===== src/rtl/prefix_pkg.sv =====
// prefix_pkg
// Shared constants for the prefix adder, its checker and the benches.
//   PREFIX_WIDTH   : operand/sum width of the adder
//   PREFIX_LATENCY : adder pipeline depth in clock cycles
//   PREFIX_CNT_W   : default width of the checker's saturating counters
package prefix_pkg;

    localparam int PREFIX_WIDTH   = 32;
    localparam int PREFIX_LATENCY = 5;
    localparam int PREFIX_CNT_W   = 16;

endpackage


===== src/rtl/prefix_delay_line.sv =====
// prefix_delay_line
// DEPTH-stage shift register carrying a valid bit plus W data bits.
// Only the valid bits are reset or cleared; the data bits simply follow.
// Ports:
//   clock     : rising-edge clock
//   reset     : asynchronous active-high reset (valid bits only)
//   clear     : synchronous clear of the valid bits
//   in_valid  : valid bit entering stage 0
//   in_data   : data entering stage 0
//   out_valid : valid bit leaving the last stage
//   out_data  : data leaving the last stage
module prefix_delay_line import prefix_pkg::*; #(
    parameter int DEPTH = PREFIX_LATENCY,
    parameter int W     = PREFIX_WIDTH + 1
) (
    input  logic         clock,
    input  logic         reset,
    input  logic         clear,
    input  logic         in_valid,
    input  logic [W-1:0] in_data,
    output logic         out_valid,
    output logic [W-1:0] out_data
);

    logic [DEPTH-1:0] valid_q;
    logic [W-1:0]     data_q [DEPTH];

    // Valid pipeline; reset and clear drop everything in flight.
    always_ff @(posedge clock or posedge reset) begin
        if (reset) begin
            valid_q <= '0;
        end else if (clear) begin
            valid_q <= '0;
        end else begin
            valid_q[0] <= in_valid;
            for (int i = 1; i < DEPTH; i++) begin
                valid_q[i] <= valid_q[i-1];
            end
        end
    end

    // Data pipeline; contents are meaningless unless the matching valid bit is set.
    always_ff @(posedge clock) begin
        data_q[0] <= in_data;
        for (int i = 1; i < DEPTH; i++) begin
            data_q[i] <= data_q[i-1];
        end
    end

    assign out_valid = valid_q[DEPTH-1];
    assign out_data  = data_q[DEPTH-1];

endmodule


===== config.mk =====
export PLATFORM = sky130hd
export DESIGN_NAME = prefix_delay_line
export DESIGN_NICKNAME = d
export VERILOG_FILES = /design/src/rtl/prefix_pkg.sv /design/src/rtl/prefix_delay_line.sv
export SDC_FILE = /design/constraint.sdc
export NUM_CORES = 1
export LEC_CHECK = 0
export CORE_ASPECT_RATIO = 0.7
export CORE_UTILIZATION = 49
export CTS_CLUSTER_DIAMETER = 150
export DETAILED_ROUTE_END_ITERATION = 10
export PLACE_DENSITY = 0.73
export SKIP_LAST_GASP = 1
export SYNTH_ARGS = -nofsm -noshare
export SYNTH_HDL_FRONTEND = slang
export SYNTH_SLANG_ARGS = --single-unit

===== constraint.sdc =====
create_clock -name clock -period 0.85 [get_ports clock]
set_clock_uncertainty 0.15 [all_clocks]
set_input_delay 0.17 -clock clock [delete_from_list [all_inputs] [get_ports clock]]
set_output_delay 0.17 -clock clock [all_outputs]
set_load 0.01 [all_outputs]

==> results.txt, run 1 <==
* Netlist area before placement: 3710 um2
- Setup repair after global routing missed its margin: true
- After clock tree synthesis, the clock-pin slew on the worst setup and hold paths is 70 ps.
* Placement Rows: 26
- Effective utilization at floorplan: 0.507
* Startpoint class of the critical path: register
- Before antenna repair, the detailed router went through 4 iterations.
- Synthesis warning total: 0
* Pwr/cell area: ~3400 nW/um2
- During placement, the flow inserted port buffers numbering 70.
* Arrival time of data at the critical path endpoint: 1000 ps
- Flop and latch count out of synthesis: 170
- For this run, asynchronously set or reset flops after synthesis account for 0.0294.
* Class of the most critical setup path: reg2out
* Worst Hold Slack: -35.8 ps
- Average wire per cell in the routed design: approximately 11 um
- In the post-synthesis netlist, the biggest area contributors are sky130_fd_sc_hd__dfxtp_1 (89%), sky130_fd_sc_hd__buf_4 (6.7%), sky130_fd_sc_hd__dfrtp_1 (3.4%).
- Detailed routing inserted a total of 1437 vias.
* Maxcap violations: 0
- Result of the run: finished, violations left
- For this design the static power due to leakage is between 2 and 2.5 nW.
- Before CTS, the worst setup slack after placement is -317 ps.
* Growth of design area from synthesis to finish: 33.9%
- Measured along the y axis, the die boundary spans 74.8 um.
- In the final layout, the share of cells above drive strength 1 is 0.265.
- Of the synthesized area, sequential elements account for 0.924.
- For this run, the total global-route usage over all layers was measured as 0.125.
* Antenna diode count: 0
* Internal power consumption: 0.0135 W
- Commonest cells in the synthesized netlist: sky130_fd_sc_hd__dfxtp_1 (165), sky130_fd_sc_hd__buf_4 (33), sky130_fd_sc_hd__dfrtp_1 (5), sky130_fd_sc_hd__nor2b_1 (5), sky130_fd_sc_hd__inv_1 (1)
- The detail route stage leaves a number of antenna-violating nets equal to 0.
- Of the available clock period, the critical path in the final layout requires 1.55.
- Overall die width: 106 um
- The number of buffers and inverters on the critical path is 1.
- The clock tree synthesis step divided the H-tree into 4 levels.
- Total clock buffers created by CTS: 17
* Max-slew violation count: 0
- Via count of the first global-routing pass: around 1400
* Failing checks: hold timing, setup timing
* Cell-by-cell trace of the critical path: buf_6
* Fin Setup TNS: -13690 ps
* Largest driver fanout on the critical path: 1
- The worst setup path is captured at a primary output.
- After detailed routing, the total wire length is 4220 um.
- Source-to-sink clock delay at the later pin of the worst-skew pair: 500 ps
- Pin count of the biggest net entering global routing: 17
- The number of antenna violations at the first check in global routing came to 0.
- Setup Viol. Count Final: 45
- Post-synthesis cell type count: 5
- Combinational Power Share: 0.023
* Vias per Instance: 3.69
* Slowest cell on the critical path: sky130_fd_sc_hd__dfrtp_1
- Sw Share: 0.193
* Num Clock Sinks: 170
- In this design, the largest share of critical-path delay is due to flip-flops.
* Post-synth top area cell: sky130_fd_sc_hd__dfxtp_1
- Ports placed on the boundary: 71
- Subtracting the final worst setup slack from the clock period gives 1320 ps.
- Yosys instantiated no cell more often than sky130_fd_sc_hd__dfxtp_1.
* Setup slack of the critical path after layout: -471 ps
- The first global-routing pass estimated 6670 um of wire.
* Synthesized area per cell: approximately 18 um2
* Detailed-route DRC error count: 0
* Violation count after the first detailed-routing iteration: 31
- In this run the standard cell core region covers 7320 um2.
- Classification of the worst-slack hold path: in2reg
- The cell sitting at the root of the clock tree is a sky130_fd_sc_hd__clkbuf_8.
- Achievable clock frequency: 757 MHz
* Least-Margin Pin Slew: ~270 ps
* Net count reported at finish: 315
- Req. time, crit path: around 530 ps
- Part of the power in registers: 0.507
- Max Buffers Root-to-Sink: 2
- The congestion estimate from routability-driven global placement came to 0.601.
- Cells after synthesis: 209
* Maximum resistive drop on vdd: 0.00223 V
* Largest incremental delay on the critical path: 380 ps
- Worst slew margin relative to its limit: 0.819
- Number of enable flip-flop cells after synthesis: 0
* Clk pwr share: 0.471
- The hold violation count in the final report is 17.
- Clock tree from TritonCTS: done
- Most frequently used flop master after synthesis: sky130_fd_sc_hd__dfxtp_1
- The floorplan step defined a die boundary enclosing 7930 um2.
- The number of nets handed over by synthesis was around 250.
- Switching component of the power: 0.00324 W
* Proportion of netlist area held by the largest area contributor: 0.890
- Leftover overflow at the end of global routing: 0
## what timing repair did
action	in CTS	in global routing
buffers inserted	0	0
hold buffers	12	9
pin swaps	0	0
endpoints found under the hold margin	38	26
gates cloned	0	0
gates resized for setup	144	18
setup endpoints to repair	34	43
## cell type report
| cell class | count | area, um2 |
|---|---|---|
| clock inverters | 14 | 205 |
| clock buffers | 18 | 418 |
| well taps | 98 | 123 |
| inverters | 1 | 3.75 |
| multi-input cells | 5 | 31.3 |
| flip-flops and latches | 170 | 3440 |
| fillers | 503 | 2350 |
| repair buffers | 83 | 744 |
## routing by layer
metal,track usage,vias to the layer above,routed length [um]
li1,-,748,-
met1,0.114,638,1620
met2,0.209,42,2240
met3,0.0788,9,299
met4,0.0880,0,62
met5,0,-,0
## logic make-up after synthesis
group                  share of synthesized area
AND/OR/NAND/NOR                          0.00843
buffers and inverters                     0.0678
flip-flops                                 0.924
## placed cells by master, fill, tap and decap left out, drive strengths merged
| cell type | netlist | final |
|---|---|---|
| bufinv | 0 | 4 |
| clkbuf | 0 | 18 |
| dlymetal6s4s | 0 | 1 |
| buf | 33 | 34 |
| clkdlybuf4s50 | 0 | 32 |
| dfrtp | 5 | 5 |
| dlygate4sd3 | 0 | 16 |
| clkinvlp | 0 | 1 |
| dfxtp | 165 | 165 |
| nor2b | 5 | 5 |
| inv | 1 | 8 |
| clkinv | 0 | 2 |
## state kept, by name (all words and copies together) (netlist names)
register / cells
data_q: 165
valid_q: 5
## stage by stage
step | instances | area, um2 | total power, W | util
global placement | 344 | 4290 | 0.00902 | 0.586
CTS | 388 | 4890 | 0.0169 | 0.668
detailed placement | 344 | 4290 | 0.00905 | 0.586
global route | 389 | 4970 | 0.0175 | 0.679
finish | 389 | 4970 | 0.0168 | 0.679
floorplan | 209 | 3710 | 0.00879 | -
## worst paths after layout
check / depth (start not counted) / end / startpoint / slack [ps]
setup / recovery: 1 / out_valid / valid_q[4] / -470
hold / removal: 1 / data_q[0][16] / in_data[16] / -40
max in group asynchronous: 3 / valid_q[2] / reset / 90
hold reg to reg: 0 / data_q[0][112] / data_q[0][79] / 170
setup reg to reg: 1 / valid_q[3] / valid_q[2] / 70
min in group asynchronous: 3 / valid_q[0] / reset / 290
## power by group through the flow
stage                     clock network [W]  registers, W  logic [W]
after global routing                0.00851       0.00853   0.000409
final                               0.00789       0.00849   0.000381
after detailed placement                  0       0.00866   0.000384
after floorplan                           0       0.00863   0.000167
after global placement                    0       0.00864   0.000376
after CTS                           0.00805       0.00849   0.000360
Note: power is estimated with default switching activity, not from simulation.
==> run 2, diff against run 1 <==
==> constraint.sdc (replaced) <==
create_clock -name clock -period 1.3 [get_ports clock]
set_clock_uncertainty 0.15 [all_clocks]
set_input_delay 0.26 -clock clock [delete_from_list [all_inputs] [get_ports clock]]
set_output_delay 0.26 -clock clock [all_outputs]
set_load 0.01 [all_outputs]
==> run 2 against run 1 <==
Net effect: the flow finishes with violations (setup timing); register-to-register slack better by 450 ps; utilization fell by 1.8 points; combinational power decreased by 42%; clock power shrank 35%; design area fell by 2.6%; sequential power fell by 35%; critical endpoint unchanged; routed wire length shrank 5.4%; worst setup slack improved by 360 ps; global-route usage decreased by 0.59 points; sequential cell count did not move; largest cell class unchanged.
==> results.txt, run 2 (synthesized netlist as in run 1, its figures left out) <==
- Final WL: 3990 um (was 4220 um)
* Number of fillers in the final layout: 509 (was 503)
* Class of the most critical setup path: reg2out (unchanged)
* Growth of design area from synthesis to finish: 30.4% (was 33.9%)
- The maximum fanout encountered on the critical timing path came to 1 (unchanged).
- The actual transition at the worst max-transition pin was 270 ps (was 271 ps).
- The post-route worst setup slack was -116 ps (was -471 ps).
- The detailed-router iteration count before antenna repair came to 4 (unchanged).
* Largest incremental delay on the critical path: 370 ps (was 380 ps)
- Registers with the most flip-flops: data_q: 165 flops, valid_q: 5 flops (unchanged).
- Max-slew violation count: 0 (unchanged)
* Worst slew margin relative to its limit: 0.820 (was 0.819)
* Placed instance count: 344 (unchanged)
- The number of ports placed on the die boundary came to 71 (unchanged).
- Classification of the worst-slack hold path: in2reg (unchanged)
* Failing checks: setup timing (was hold timing, setup timing)
- Die area: 7930 um2 (unchanged)
- Derived from the worst setup path, the maximum achievable clock frequency is 706 MHz.
- Setup Viol. Count Final: 34 (was 45)
* Critical path endpoint category: primary output (unchanged)
* CORE AREA: 7320 um2 (unchanged)
- The maximum resistive drop on vdd is 0.00138 V (was 0.00223 V).
- Placement Rows: 26 (unchanged)
* Slowest cell on the critical path: sky130_fd_sc_hd__dfrtp_1 (unchanged)
- Cell family with most CP delay: flip-flops (unchanged)
- The x dimension of the die came to 106 um (unchanged).
- The wire length per cell after detailed routing came to 10.6 um (was 10.8 um).
- Vias per Instance: 3.68 (was 3.69)
- The DRC marker count from the first detailed-route iteration came to 28 (was 31).
- Cell-by-cell trace of the critical path: buf_2 (was buf_6)
- Highest routed layer: met4 (unchanged)
* Number of buffer and inverter stages on the critical path: 1 (unchanged)
- Biggest register: data_q (unchanged)
* Net count reported at finish: 303 (was 315)
* Arrival time of data at the critical path endpoint: 1010 ps (was 1000 ps)
- The number of flip-flops under the largest register name came to 165 (unchanged).
* Setup repair after global routing missed its margin: true (unchanged)
- Commonest cells after routing, fill and taps aside: sky130_fd_sc_hd__dfxtp_1 (153), sky130_fd_sc_hd__clkdlybuf4s50_1 (36), sky130_fd_sc_hd__buf_2 (22) (was sky130_fd_sc_hd__dfxtp_1 (153), sky130_fd_sc_hd__clkdlybuf4s50_1 (32), sky130_fd_sc_hd__buf_2 (21))
- The met2 layer wire length in the routed design was 2150 um (was 2240 um).
- Clock tree from TritonCTS: done (unchanged)
- Startpoint class of the critical path: register (unchanged)
- The die height is 74.8 um (unchanged).
- The hold violation count in the final report is 0 (was 17).
- Wire length of the first global-routing pass: 6310 um (was 6670 um)
- Max Buffers Root-to-Sink: 2 (unchanged)
- The H-tree level count was 4 (unchanged).
- Source-to-sink clock delay at the later pin of the worst-skew pair: 500 ps (about the same)
- Result of the run: finished, violations left (unchanged)
- The antenna diode instance count was 0 (unchanged).
- Total vias in the final route: 1389 (was 1437)
- The number of max-cap violations is 0 (unchanged).
* Req. time, crit path: 890 ps (was 530 ps)
- The most common library cell in the layout ignoring fill and taps is sky130_fd_sc_hd__dfxtp_1 (unchanged).
- Met3 routed WL: 277 um (was 299 um)
- Leftover overflow at the end of global routing: 0 (unchanged)
- The fraction of layout instances using a drive strength above 1 was 0.276 (was 0.265).
* Antenna-violating nets left: 0 (unchanged)
- Clk pin slew, worst setup/hold paths: 70 ps (about the same)
- The final weighted congestion in routability-driven placement came to 0.601 (unchanged).
* Count of input and output buffers: 70 (unchanged)
- Subtracting the final worst setup slack from the clock period gives around 1400 ps.
- The ratio of total power to cell area is 2260 nW/um2 (was 3370 nW/um2).
- Count of placed standard cells in the final layout, fillers left out: 377 (was 389)
* Tcrit/Tclk final: 1.09
* Total clock buffers created by CTS: 17 (unchanged)
* Via count of the first global-routing pass: 1365 (was 1421)
- Global-route usage over all layers: 0.119 (was 0.125)
- The leakage power of the design is 2.09 nW (was 2.15 nW).
- Routed length on met1: 1490 um (was 1620 um)
* Effective utilization at floorplan: 0.507 (unchanged)
* Num Clock Sinks: 170 (unchanged)
* Core Util, Final: 0.661 (was 0.679)
- Detailed-route DRC error count: 0 (unchanged)
- Antenna violations before repair: 0 (unchanged)
* Pin count of the biggest net entering global routing: 17 (unchanged)
* Clock tree root buffer cell: sky130_fd_sc_hd__clkbuf_8 (unchanged)
[run 2: cell types whose count changed in the layout (fill, tap and decap cells not counted), sizes merged]
cell	delta
dlymetal6s4s	-1
clkdlybuf4s50	+4
dlygate4sd3	-15
[run 2: path summary, 6_finish.rpt]
kind | startpoint | end | slack, ps | cells past startpoint
hold reg to reg | data_q[0][79] | data_q[0][112] | 170 | 0
max in group asynchronous | reset | valid_q[2] | 450 | 3
min in group asynchronous | reset | valid_q[0] | 370 | 3
setup / recovery | valid_q[4] | out_valid | -120 | 1
hold / removal | in_data[9] | data_q[0][9] | 40 | 1
setup reg to reg | valid_q[2] | valid_q[3] | 520 | 1
[run 2: stage by stage]
step	area (um2)	power [W]	setup TNS, ps	hold slack, ps	worst slack, ps
final	4840	0.0109	-1110	43.3	-116
after global placement	4290	0.00590	0	160	53.3
after global routing	4840	0.0114	-3150	4.67	-184
after floorplan	3710	0.00575	0	-111	489
after detailed placement	4290	0.00592	0	162	43.1
after CTS	4780	0.0110	-2260	17.0	-146
[run 2: per-layer routing]
| layer | track usage | vias to the layer above |
|---|---|---|
| met2 | 0.200 | 42 |
| met5 | 0 | - |
| met4 | 0.0880 | 0 |
| met1 | 0.105 | 615 |
| li1 | - | 723 |
| met3 | 0.0779 | 9 |
[run 2: power breakdown]
group,total [W],internal (W),leakage [nW],switching (W)
sequential,0.00555,0.00549,1.46,0.0000612
clock,0.00515,0.00317,0.303,0.00198
combinational,0.000221,0.000155,0.322,0.0000666
[run 2: area by class of cell]
| class | count | area [um2] | area share |
|---|---|---|---|
| sequential | 170 | 3440 | 0.711 |
| timing repair buffer | 71 | 616 | 0.127 |
| clock buffer | 18 | 418 | 0.0863 |
| clock inverter | 14 | 205 | 0.0424 |
| tap | 98 | 123 | 0.0253 |
| multi-input combinational | 5 | 31.3 | 0.00646 |
| inverter | 1 | 3.75 | 0.000776 |
[run 2: repair_timing]
action	CTS	global route
resized for setup	144	16
hold endpoints to repair	5	0
buffers inserted	0	0
endpoints found under the setup margin	34	34
hold buffers	1	0
==> run 3, diff against run 2 <==
==> constraint.sdc (replaced) <==
create_clock -name clock -period 1.4 [get_ports clock]
set_clock_uncertainty 0.15 [all_clocks]
set_input_delay 0.28 -clock clock [delete_from_list [all_inputs] [get_ports clock]]
set_output_delay 0.28 -clock clock [all_outputs]
set_load 0.01 [all_outputs]
==> run 3 against run 2 <==
Net effect: combinational power decreased by 9%; critical endpoint unchanged; the run still ends with setup timing left; largest power group unchanged; hold slack improved by 30 ps; non-clock buffer count unchanged; sequential share of layout area increased by 0.83 points; register-to-register slack improved by 110 ps.
==> results.txt, run 3 (synthesized netlist as in run 1, its figures left out) <==
- Failing checks: setup timing (unchanged).
- The ratio of total power to cell area came to 2030 nW/um2 (was 2260 nW/um2).
* Source-to-sink clock delay at the later pin of the worst-skew pair: 490 ps (was 500 ps)
- Antenna diode count: 0 (unchanged)
* Worst r2r dst: valid_q[4] (was valid_q[3])
- The number of sinks driven by the clock tree is 170 (unchanged).
- Clock tree root buffer cell: sky130_fd_sc_hd__clkbuf_8 (unchanged)
* Most common cell after layout, fill and taps aside: sky130_fd_sc_hd__dfxtp_1 (unchanged)
- Number of flip-flops in the largest register: 165 (unchanged)
- Cell family with most CP delay: flip-flops (unchanged)
- The number of vias after detailed routing was 1420 (was 1389).
- The number of antenna violations at the first check in global routing came to 0 (unchanged).
- The switching power total came to 0.00188 W (was 0.00211 W).
- End point of the critical path: out_valid (unchanged)
* Effective utilization at floorplan: 0.507 (unchanged)
* Iteration count of the initial detailed-routing pass: 3 (was 4)
- Clk pwr share: 0.449 (was 0.472)
- Result of the run: finished, violations left (unchanged).
* Critical path endpoint category: primary output (unchanged)
* CORE AREA: 7320 um2 (unchanged)
- Setup slack of the critical path after layout: -27.7 ps (was -116 ps)
- Total power: 0.00973 W (was 0.0109 W)
* Cell-by-cell trace of the critical path: buf_2 (unchanged)
- Classification of the worst-slack hold path: in2reg (unchanged)
- The pre-CTS setup slack was 119 ps (was 43.1 ps).
- Leftover overflow at the end of global routing: 0 (unchanged)
* Weighted congestion reported at the end of routability-driven placement: 0.600 (was 0.601)
- Of the available clock period, the critical path in the final layout requires 1.02.
- Clk pin slew, worst setup/hold paths: 70 ps (about the same)
- Sw Share: 0.193 (about the same)
- Net count reported at finish: 303 (unchanged)
- Crit. Startpoint: valid_q[4] (unchanged)
- Combinational Power Share: 0.021 (was 0.020)
- Detailed-route DRC error count: 0 (unchanged)
* Achievable clock frequency: 700 MHz
- The total routed wirelength was 3900 um (was 3990 um).
* Internal power consumption: 0.00785 W (was 0.00882 W)
* Share of cells above drive strength 1: 0.280 (was 0.276)
- Pin count of the biggest net entering global routing: 17 (unchanged)
* Wire length of the first global-routing pass: 6100 um (was 6310 um)
- Setup repair after global routing missed its margin: true (unchanged).
- The number of max-cap violations is 0 (unchanged).
* Arrival time of data at the critical path endpoint: 1000 ps (was 1010 ps)
- The area of the die came to 7930 um2 (unchanged).
- Violation count after the first detailed-routing iteration: 20 (was 28)
- The maximum fanout encountered on the critical timing path came to 1 (unchanged).
- The most flop-heavy register was data_q (unchanged).
* Via count of the first global-routing pass: 1359 (was 1365)
* Least-Margin Pin Slew: 260 ps (was 270 ps)
- The required time at the endpoint of the critical path came to 970 ps (was 890 ps).
* Startpoint class of the critical path: register (unchanged)
- Worst R2R Setup Slack: 630 ps (was 520 ps)
- Length in cells of the worst reg-to-reg path: 1 (unchanged)
- The relative contribution of sequential cells to total power came to 0.530 (was 0.508).
- Overall die width: 106 um (unchanged)
* Clock tree from TritonCTS: done (unchanged)
* Placement Rows: 26 (unchanged)
- Average wire per cell in the routed design: 10.4 um (was 10.6 um)
* Commonest cells after routing, fill and taps aside: sky130_fd_sc_hd__dfxtp_1 (152), sky130_fd_sc_hd__clkdlybuf4s50_1 (36), sky130_fd_sc_hd__buf_2 (23) (was sky130_fd_sc_hd__dfxtp_1 (153), sky130_fd_sc_hd__clkdlybuf4s50_1 (36), sky130_fd_sc_hd__buf_2 (22))
- Growth of design area from synthesis to finish: 29.0% (was 30.4%)
- Maximum level of the CTS H-tree: 4 (unchanged)
- The leakage power of the design came to 2.06 nW (was 2.09 nW).
* Fin Setup TNS: -27.7 ps (was -1110 ps)
- The largest stage delay on the critical path was 370 ps (about the same).
* Number of logic stages on the critical path including buffering: 1 (unchanged)
- Worst reg2reg path startpoint: valid_q[3] (was valid_q[2])
- Vias per Instance: 3.77 (was 3.68)
- The kind of critical path was reg2out (unchanged).
- Registers with the most flip-flops: data_q: 165 flops, valid_q: 5 flops (unchanged).
- Max-slew violation count: 0 (unchanged)
- Count of input and output buffers: 70 (unchanged)
- The relative max-transition margin came to 0.826 (was 0.820).
* Ports placed on the boundary: 71 (unchanged)
* Global-route usage over all layers: 0.111 (was 0.119)
* Floorplan die height: 74.8 um (unchanged)
- Maximum resistive drop on vdd: 0.00124 V (was 0.00138 V)
- The buffer depth of the longest clock path was 2 (unchanged).
- Setup Viol. Count Final: 1 (was 34)
- The library cell contributing the largest single delay on the critical path is sky130_fd_sc_hd__dfrtp_1 (unchanged).
- Worst Hold Slack: 73.4 ps (was 43.3 ps)
- The hold violation count in the final report was 0 (unchanged).
- The clock buffer count from CTS came to 17 (unchanged).
- Number of buffer and inverter stages on the critical path: 1 (unchanged)
- Antenna-violating nets left: 0 (unchanged)
- The worst path in the final design needs a cycle of about 1400 ps, including I/O delays and setup.
[run 3: final cells by class]
| cell class | count | area [um2] |
|---|---|---|
| inverters | 1 | 3.75 |
| flip-flops and latches | 170 | 3440 |
| fillers | 517 | 2530 |
| clock inverters | 13 | 143 |
| repair buffers | 71 | 609 |
| clock buffers | 19 | 432 |
| multi-input cells | 5 | 31.3 |
| well taps | 98 | 123 |
[run 3: worst min path at each step]
| stage | start | to | depth (start not counted) | slack (ps) |
|---|---|---|---|---|
| 6_report | in_data[6] | data_q[0][6] | 1 | 70 |
| 2_1_floorplan | reset | valid_q[0] | 1 | -90 |
| 3_5_place_dp | data_q[0][2] | data_q[0][35] | 0 | 160 |
| 4_1_cts | in_data[6] | data_q[0][6] | 1 | 50 |
| 5_1_grt | in_data[29] | data_q[0][29] | 1 | 40 |
| 3_3_place_gp | data_q[0][49] | data_q[0][82] | 0 | 160 |
[run 3: power by group through the flow]
stage	clock network, W	logic (W)	registers (W)
floorplan	0	0.000101	0.00524
global placement	0	0.000228	0.00525
detailed placement	0	0.000232	0.00526
CTS	0.00447	0.000189	0.00516
global route	0.00471	0.000217	0.00518
finish	0.00437	0.000202	0.00516
[run 3: routing by layer]
metal,GRT usage,share of wire,vias up,routed length [um]
met2,0.199,0.54,44,2100
met1,0.0990,0.39,645,1510
met4,0.0741,0.014,0,53
met5,0,0,-,0
met3,0.0615,0.061,7,238
li1,-,-,724,-
[run 3: repair_timing]
| action | 4_1_cts | 5_1_grt |
|---|---|---|
| hold endpoints to repair | 5 | 0 |
| hold buffers | 1 | 0 |
| buffers inserted | 0 | 0 |
| resized for setup | 137 | 23 |
| cloned | 0 | 0 |
| endpoints found under the setup margin | 34 | 17 |
[run 3: stage by stage]
step,instances,instance area [um2],utilization
floorplan,209,3710,-
global placement,344,4290,0.586
detailed placement,344,4290,0.586
CTS,377,4700,0.642
global route,377,4790,0.654
finish,377,4790,0.654
